**src/rtl/alarm_pkg.sv**
```systemverilog
// Shared types and constants for the multi-channel alarm controller.
package alarm_pkg;

  typedef enum logic [1:0] {
    ST_DISARMED,
    ST_ARMED,
    ST_RINGING,
    ST_SNOOZED
  } alarm_state_e;

  typedef logic [15:0] bcd_hhmm_t;
  typedef logic [23:0] bcd_hhmmss_t;

  localparam int unsigned SEC_PER_MIN = 60;

  // A channel matches only on the whole minute, i.e. when the seconds digits read 00.
  function automatic logic time_match(input bcd_hhmmss_t now, input bcd_hhmm_t alarm);
    return (now[23:8] == alarm) && (now[7:0] == 8'h00);
  endfunction

endpackage

```
**src/rtl/alarm_channel.sv**
```systemverilog
// One alarm channel: stored hh:mm, four-state FSM, ring and snooze counters.
module alarm_channel
  import alarm_pkg::*;
#(
  parameter int RING_SEC   = 30,
  parameter int SNOOZE_MIN = 5
) (
  input  logic        clk,
  input  logic        rst_n_i,
  input  logic        sec_tick_i,
  input  bcd_hhmmss_t clock_time_i,
  input  logic        wr_en_i,
  input  bcd_hhmm_t   wr_time_i,
  input  logic        wr_arm_i,
  input  logic        ack_i,
  input  logic        snooze_i,
  output logic        ring_o,
  output logic        armed_o
);

  localparam int SNOOZE_TICKS = SNOOZE_MIN * SEC_PER_MIN;
  localparam int RW = $clog2(RING_SEC + 1);
  localparam int SW = $clog2(SNOOZE_TICKS + 1);
  localparam logic [RW-1:0] RING_LAST   = RW'(RING_SEC - 1);
  localparam logic [SW-1:0] SNOOZE_LAST = SW'(SNOOZE_TICKS - 1);

  alarm_state_e  state_q, state_d;
  bcd_hhmm_t     time_q, time_d;
  logic [RW-1:0] ring_cnt_q, ring_cnt_d;
  logic [SW-1:0] snz_cnt_q, snz_cnt_d;
  logic          ring_q, armed_q;

  always_comb begin
    state_d    = state_q;
    time_d     = time_q;
    ring_cnt_d = ring_cnt_q;
    snz_cnt_d  = snz_cnt_q;
    // A write wins over every other event this cycle, so a write that lands on the
    // matching tick cannot ring until the same time comes round again.
    if (wr_en_i) begin
      time_d     = wr_time_i;
      state_d    = wr_arm_i ? ST_ARMED : ST_DISARMED;
      ring_cnt_d = '0;
      snz_cnt_d  = '0;
    end else begin
      case (state_q)
        ST_ARMED: begin
          if (sec_tick_i && time_match(clock_time_i, time_q)) begin
            state_d    = ST_RINGING;
            ring_cnt_d = '0;
          end
        end
        ST_RINGING: begin
          if (ack_i) begin
            state_d = ST_ARMED;
          end else if (snooze_i) begin
            state_d   = ST_SNOOZED;
            snz_cnt_d = '0;
          end else if (sec_tick_i) begin
            if (ring_cnt_q == RING_LAST) state_d = ST_ARMED;
            else ring_cnt_d = ring_cnt_q + RW'(1);
          end
        end
        ST_SNOOZED: begin
          if (ack_i) begin
            state_d = ST_ARMED;
          end else if (sec_tick_i) begin
            if (snz_cnt_q == SNOOZE_LAST) begin
              state_d    = ST_RINGING;
              ring_cnt_d = '0;
            end else begin
              snz_cnt_d = snz_cnt_q + SW'(1);
            end
          end
        end
        default: ;
      endcase
    end
  end

  always_ff @(posedge clk) begin
    if (!rst_n_i) begin
      state_q    <= ST_DISARMED;
      time_q     <= '0;
      ring_cnt_q <= '0;
      snz_cnt_q  <= '0;
      ring_q     <= 1'b0;
      armed_q    <= 1'b0;
    end else begin
      state_q    <= state_d;
      time_q     <= time_d;
      ring_cnt_q <= ring_cnt_d;
      snz_cnt_q  <= snz_cnt_d;
      ring_q     <= (state_d == ST_RINGING);
      armed_q    <= (state_d != ST_DISARMED);
    end
  end

  assign ring_o  = ring_q;
  assign armed_o = armed_q;

endmodule

```
**src/rtl/alarm_multi_ctrl.sv**
```systemverilog
// N_ALARM independent alarm channels sharing one clock time, with common ack/snooze.
module alarm_multi_ctrl
  import alarm_pkg::*;
#(
  parameter  int N_ALARM    = 4,
  parameter  int RING_SEC   = 30,
  parameter  int SNOOZE_MIN = 5,
  localparam int IDX_W      = (N_ALARM > 1) ? $clog2(N_ALARM) : 1
) (
  input  logic               clk,
  input  logic               rst_n,
  input  logic               sec_tick,
  input  logic [23:0]        clock_time,
  input  logic               wr_en,
  input  logic [IDX_W-1:0]   wr_idx,
  input  logic [15:0]        wr_time,
  input  logic               wr_arm,
  input  logic               ack,
  input  logic               snooze,
  output logic [N_ALARM-1:0] ring_vec,
  output logic               alarm_en,
  output logic [N_ALARM-1:0] armed_vec
);

  logic [N_ALARM-1:0] wr_sel;

  for (genvar i = 0; i < N_ALARM; i++) begin : g_ch
    assign wr_sel[i] = wr_en && (wr_idx == IDX_W'(i));

    alarm_channel #(
      .RING_SEC  (RING_SEC),
      .SNOOZE_MIN(SNOOZE_MIN)
    ) u_ch (
      .clk         (clk),
      .rst_n_i     (rst_n),
      .sec_tick_i  (sec_tick),
      .clock_time_i(clock_time),
      .wr_en_i     (wr_sel[i]),
      .wr_time_i   (wr_time),
      .wr_arm_i    (wr_arm),
      .ack_i       (ack),
      .snooze_i    (snooze),
      .ring_o      (ring_vec[i]),
      .armed_o     (armed_vec[i])
    );
  end

  // Built from registered ring flags, so it changes on the same edge as ring_vec.
  assign alarm_en = |ring_vec;

endmodule
```
**config.mk**
```make
export PLATFORM = sky130hd
export DESIGN_NAME = alarm_multi_ctrl
export DESIGN_NICKNAME = d
export VERILOG_FILES = /design/src/rtl/alarm_pkg.sv /design/src/rtl/alarm_channel.sv /design/src/rtl/alarm_multi_ctrl.sv
export SDC_FILE = /design/constraint.sdc
export NUM_CORES = 1
export LEC_CHECK = 0
export ABC_AREA = 1
export BUFFER_PORTS_ARGS = -buffer_cell sky130_fd_sc_hd__buf_2
export CAP_MARGIN = 20
export CORE_MARGIN = 2
export CORE_UTILIZATION = 55
export CTS_CLUSTER_SIZE = 20
export DETAILED_ROUTE_END_ITERATION = 8
export PLACE_DENSITY = 0.8
export SLEW_MARGIN = 20
export SYNTH_ARGS = -nofsm -noshare
export SYNTH_HDL_FRONTEND = slang
export SYNTH_HIERARCHICAL = 1
export SYNTH_SLANG_ARGS = --single-unit
```
**constraint.sdc**
```tcl
create_clock -name clk -period 1.8 [get_ports clk]
set_input_delay 0.36 -clock clk [delete_from_list [all_inputs] [get_ports clk]]
set_output_delay 0.36 -clock clk [all_outputs]
set_load 0.02 [all_outputs]
```
# After elaboration in Yosys (flattened, before gate mapping)
# Cells that the tools add are included.
# Widths: inputs -> output; s select.
dict set report classes {
  addsub 8
  reduce_logical 39
  bitwise_logic 1
  n_eq_ne 71
  muxes 95
}
# cell n
set op_table {}
lappend op_table {{$mux 5} 32}
lappend op_table {{$mux 9} 14}
lappend op_table {{$mux 2} 36}
lappend op_table {{$pmux 9 s2} 4}
lappend op_table {{$eq 16x16->1} 4}
lappend op_table {{$ne 2x2->1 const B} 32}
lappend op_table {{$pmux 5 s3} 4}
lappend op_table {{$add 9x1->9 const B} 4}
lappend op_table {{$eq 9x9->1 const B} 4}
lappend op_table {{$reduce_and 9->1} 4}
lappend op_table {{$eq 2x2->1 const B} 14}
lappend op_table {{$pmux 2 s3} 4}
lappend op_table {{$reduce_and 6->1} 4}
lappend op_table {{$add 5x1->5 const B} 4}
lappend op_table {{$eq 5x5->1 const B} 4}
lappend op_table {{$ne 2x1->1 const B} 8}
lappend op_table {{$reduce_bool 2->1} 8}
lappend op_table {{$logic_and 1x1->1} 12}
lappend op_table {{$reduce_bool 3->1} 4}
lappend op_table {{$eq 2x1->1 const B} 5}
lappend op_table {{$logic_not 8->1} 1}
lappend op_table {{$reduce_or 2->1} 4}
lappend op_table {{$reduce_or 4->1} 1}
lappend op_table {{$logic_not 2->1} 1}
lappend op_table {{2 further kinds} 2}
dict set report word_totals {
  in_bits 49
  out_inout_bits 9
  ff_bits 136
  elab_cells 238
}

# Logic depth before layout (Yosys ltp)
dict set report depth {
  depth_word 8
  ltp_mapped 13
  ltp_nobuf 13
}

# Cells and area by module
# Netlist, hierarchy kept.
# module seq_area_each_um2 instances cells_per_inst area_per_inst_um2
set by_module_without_submodules {}
lappend by_module_without_submodules {{alarm_channel (g_ch[1].u_ch ...)} 680.7 2 298 1919.3}
lappend by_module_without_submodules {{alarm_channel (g_ch[3].u_ch)} 680.7 1 311 1973.1}
lappend by_module_without_submodules {{alarm_channel (g_ch[0].u_ch)} 680.7 1 298 1885.6}
lappend by_module_without_submodules {alarm_multi_ctrl 0.0 1 11 41.3}

# Worst setup path after synthesis
# No wires, ideal clock.
dict set report synth_path {
  path_type {register -> register}
  from {register g_ch[3].u_ch.state_q[0]}
  to {register g_ch[3].u_ch.snz_cnt_q[7]}
  required_time_ns 1.685
  t_arrival_ns 1.661
  path_stages_with_launch 12
  setup_slack_ns 0.024
  synth_period_minus_slack_ns 1.776
  path_buffers 1
  setup_ns 0.115
  cell_sequence {dfxtp_1 -> inv_1 -> ha_1 -> buf_4 -> a22oi_2 -> nand3_2 -> nor2_4 -> nand2_1 -> nor3_2 -> nand3_1 -> nand2_1 -> nor2_1}
}
dict set report synth_between {
  elab_chain_cells 3
  elab_cells_between_ends 10
  cone_classes {eq/ne (7); mux (1); reduce/logical (2)}
}
# element line_no
set synth_lines {}
lappend synth_lines {{start, declared} alarm_channel.sv:27} ;# alarm_state_e state_q, state_d;
lappend synth_lines {{start signal, assigned} alarm_channel.sv:90} ;# state_q <= state_d;
lappend synth_lines {{$eq 2x2->1} alarm_channel.sv:46} ;# case (state_q)
lappend synth_lines {{$ne 2x2->1 (no source line) or $reduce_bool 2->1 (tied branches)} -}
lappend synth_lines {{$reduce_and 6->1 (no source line)} -}
lappend synth_lines {{end signal, assigned} alarm_channel.sv:93} ;# snz_cnt_q <= snz_cnt_d;
lappend synth_lines {{end, declared} alarm_channel.sv:30} ;# logic [SW-1:0] snz_cnt_q, snz_cnt_d;
# Parallel ways exist; a longest one is shown, timed or not.
# A chain may end at the register's enable or synchronous reset.

# Worst setup path after layout
dict set report layout_path {
  from {register g_ch[3].u_ch.state_q[0]}
  to {register g_ch[3].u_ch.snz_cnt_q[4]}
}
# Same word-level chain as after synthesis.

==> key figures <==
Global route
  – Global-route wire length before repair: 31100 µm
  – Via count of the first global-routing pass: 7029
  – Initial antenna violation count: 1
  – Largest net degree at the start of global routing: 34
  – GRT overflow: 0
  – All-Layer GR Usage: 26.0%

Power
  – Leak: 4.53 nW
  – Power density cells: 848 nW/µm²
  – Sw frac: 27.5%
  – Clock share of power: 44.1%
  – Peak supply drop: 0.695 mV
  – Logic pwr share: 16.1%
  – Pint: 5.91 mW
  – Switching power: 2.24 mW
  – Reg power frac: 39.8%

Critical path
  – Critical Path Slowest Stage Cell: dfxtp_4
  – CP startpoint kind: register
  – Flop2flop setup slack: 0.05 ns
  – CP cell instances: inv_4, ha_4, a22oi_2, nand3_2, nor2_4, nand3_2, buf_4, o21ai_1, and3b_1
  – Crit path from: g_ch[3].u_ch/state_q[0]$_SDFF_PN0_
  – Worst path max stage delay: 0.39 ns
  – Worst Path Max Fanout: 5
  – CP required: 2.17 ns
  – Worst EP arrival: 2.12 ns
  – RR Endpoint: g_ch[3].u_ch/snz_cnt_q[4]$_SDFFE_PP0P_
  – Worst reg2reg startpoint: g_ch[3].u_ch/state_q[0]$_SDFF_PN0_
  – Setup crit end kind: register
  – Crit Path Class: reg -> reg
  – Most frequent CP cell: nand3_2
  – Family with the most delay on the worst path: simple AND/OR/NAND/NOR gates
  – Register-to-Register Path Depth: 9
  – CP Buf/Inv Count: 2

Synthesis
  – Most used flip-flop cell after synthesis: dfxtp_1
  – Register area share after synthesis: 35.2%
  – Count of warnings emitted by yosys: 6
  – Post-synth EDFFs: 0
  – Syn Std Cell Area: 7740 µm²
  – Cells after synthesis: 1216
  – Mapped Avg Cell Area: 6.36 µm²
  – Mapped Nets: 1289
  – Count of different cell masters after synthesis: 43
  – FFs w/ async S/R, synth: 0%
  – #FFs+latches synth: 136

Final layout
  – Fillers: 1089
  – Leading cell types in the layout, fill and taps excluded: 302 x nand2_1, 186 x inv_1, 163 x nor2_1
  – Area Overhead vs Synth: 24.3%
  – Fraction of layout instances using a drive strength above 1: 18.6%
  – Nets: 1423
  – Design Area, Final: 9620 µm²
  – Commonest non-fill, non-tap cell in the layout: nand2_1
  – Final core area utilization: 69.6%

Detailed routing
  – Post-DR vias/cell: 5.19
  – WL per Instance: 12.9 µm
  – Vias: 8015
  – Initial DRC Count: 524
  – DRC errors left: 0
  – Routed Antenna Nets: 0
  – Final WL: 19900 µm
  – Drt first pass iters: 5

Placed design
  – Final GP Congestion: 0.912
  – IO Port Bufs: 57
  – Placed inst area: 8690 µm²
  – Post-DP HPWL: 13800 µm

STA
  – Relative slew margins: 68.4%
  – Worst-margin pin slew: 0.473 ns
  – Final critical-path share of the clock period: 97.2%
  – Final Hold Vio Count: 0
  – Hold WS: 0.215 ns
  – Final Slew Violations: 0
  – Fmax: 571 MHz
  – Tmin final: 1.75 ns
  – Unrepaired setup endpoints after global routing: yes
  – Layout Skew: 0.00534 ns
  – Endpoints failing setup: 0

CTS
  – Clock Path Buffers: 2
  – CTS tree: built
  – CTS Buf Count: 17
  – H-Tree Depth: 4
  – Root buf cell: clkbuf_16
  – CTS clk-pin slew, worst paths: 0.06 ns
  – Clock Sinks: 136
  – Clock latency on the worst-skew pair: 0.42 ns

Worst hold path
  – Worst hold endpoint: g_ch[3].u_ch/time_q[3]$_SDFFE_PN0P_
  – Hold_sp: wr_time[3]
  – WHS Path Cells: 3
  – Tightest Hold Check Type: in -> reg

Floorplanning
  – Ports: 58
  – Row count: 43
  – Die Height: 123 µm
  – Initial core utilization: 56.0%
  – Core Footprint: 13800 µm²
  – Die W: 123 µm
  – Die area: 15000 µm²

Status
  – Status: finished, final reports clean

Job
  – Max_cap viols: 0
-- power groups by stage --
stage / registers [mW] / logic [mW] / clock network [mW]
4_1_cts: 3.23 / 1.24 / 3.64
6_report: 3.25 / 1.31 / 3.60
2_1_floorplan: 3.31 / 0.729 / 0
5_1_grt: 3.26 / 1.47 / 3.77
3_5_place_dp: 3.29 / 1.21 / 0
3_3_place_gp: 3.29 / 1.18 / 0
-- synth_stat cells (2+ instances only) --
master / n / area share (%)
a211oi_1: 2 / 0.19
a21oi_1: 96 / 6.2
a21oi_2: 6 / 0.68
a31oi_1: 2 / 0.16
and2_0: 4 / 0.32
and3_1: 3 / 0.24
buf_6: 2 / 0.29
clkbuf_1: 14 / 0.68
clkinv_1: 2 / 0.097
dfxtp_1: 136 / 35
ha_1: 24 / 3.9
inv_1: 190 / 9.2
inv_2: 6 / 0.29
nand2_1: 307 / 15
nand2_2: 4 / 0.32
nand3_1: 57 / 3.7
nand3_2: 3 / 0.39
nand4_1: 15 / 1.2
nor2_1: 169 / 8.2
nor2_2: 3 / 0.24
nor3_1: 8 / 0.52
nor3_2: 3 / 0.39
nor3b_1: 3 / 0.29
nor4_1: 3 / 0.24
o211a_1: 3 / 0.39
o21ai_0: 101 / 6.5
or2_0: 2 / 0.16
or2_2: 11 / 0.89
xnor2_1: 16 / 1.8
xor2_1: 8 / 0.91
-- area by class of cell --
| cell class | count | area [µm²] | area share [%] |
|---|---|---|---|
| diodes | 1 | 2.50 | 0.0260 |
| inverters | 199 | 754 | 7.84 |
| repair buffers | 133 | 893 | 9.29 |
| clock buffers | 19 | 443 | 4.60 |
| flip-flops and latches | 136 | 2740 | 28.5 |
| well taps | 180 | 225 | 2.34 |
| multi-input cells | 863 | 4390 | 45.6 |
| clock inverters | 13 | 170 | 1.77 |
-- timing repair --
action	in CTS	in global routing
endpoints found under the setup margin	12	54
buffers inserted	2	8
gates resized for setup	10	58
gates cloned	0	1
pin swaps	2	20
hold buffers	0	0
-- worst max-delay path by stage --
stage,end,cells past startpoint
floorplan,g_ch[3].u_ch/snz_cnt_q[7]$_SDFFE_PP0P_,11
global placement,g_ch[1].u_ch/ring_cnt_q[0]$_SDFFE_PP0P_,11
detailed placement,g_ch[1].u_ch/ring_cnt_q[0]$_SDFFE_PP0P_,12
CTS,g_ch[2].u_ch/ring_cnt_q[2]$_SDFFE_PP0P_,10
global route,g_ch[3].u_ch/snz_cnt_q[6]$_SDFFE_PP0P_,11
finish,g_ch[3].u_ch/snz_cnt_q[4]$_SDFFE_PP0P_,9
-- routing by layer --
layer  wire, µm  up-vias  track usage (%)
li1           -     4102                -
met1       8640     3672             31.7
met2       9780      198             45.4
met3        990       43             5.76
met4        448        0             8.19
met5          0        -                0
-- sequential cells by signal, summed over array words and instances, names as in the netlist --
| name | cells |
|---|---|
| g_ch.u_ch/ring_o | 4 |
| g_ch.u_ch/time_q | 64 |
| g_ch.u_ch/ring_cnt_q | 20 |
| g_ch.u_ch/state_q | 8 |
| g_ch.u_ch/snz_cnt_q | 36 |
| g_ch.u_ch/armed_o | 4 |
-- tightest hold or removal path: cells and delay by family --
family | cells | cell delay (ns)
buffers and inverters | 1 | 0.10
and+or+nand+nor | 2 | 0.14
-- cells by family after synthesis --
group,synth area share [%]
flip-flops,35.2
AND/OR/NAND/NOR,32.6
AO/OA/AOI/OAI,14.8
buffers and inverters,10.9
XOR/XNOR,2.72
adder cells (fa/ha/maj),3.88
-- stage by stage --
stage | instances | worst slack, ns | setup TNS [ns] | power (mW)
final | 1544 | 0.0499 | 0 | 8.16
after global routing | 1543 | -0.0776 | -0.244 | 8.50
after CTS | 1534 | 0.000310 | 0 | 8.11
after detailed placement | 1500 | -0.0862 | -0.994 | 4.50
after global placement | 1500 | -0.0392 | -0.251 | 4.47
after floorplan | 1216 | 0.0241 | 0 | 4.04
No activity file was read; power rests on OpenSTA's default activity.
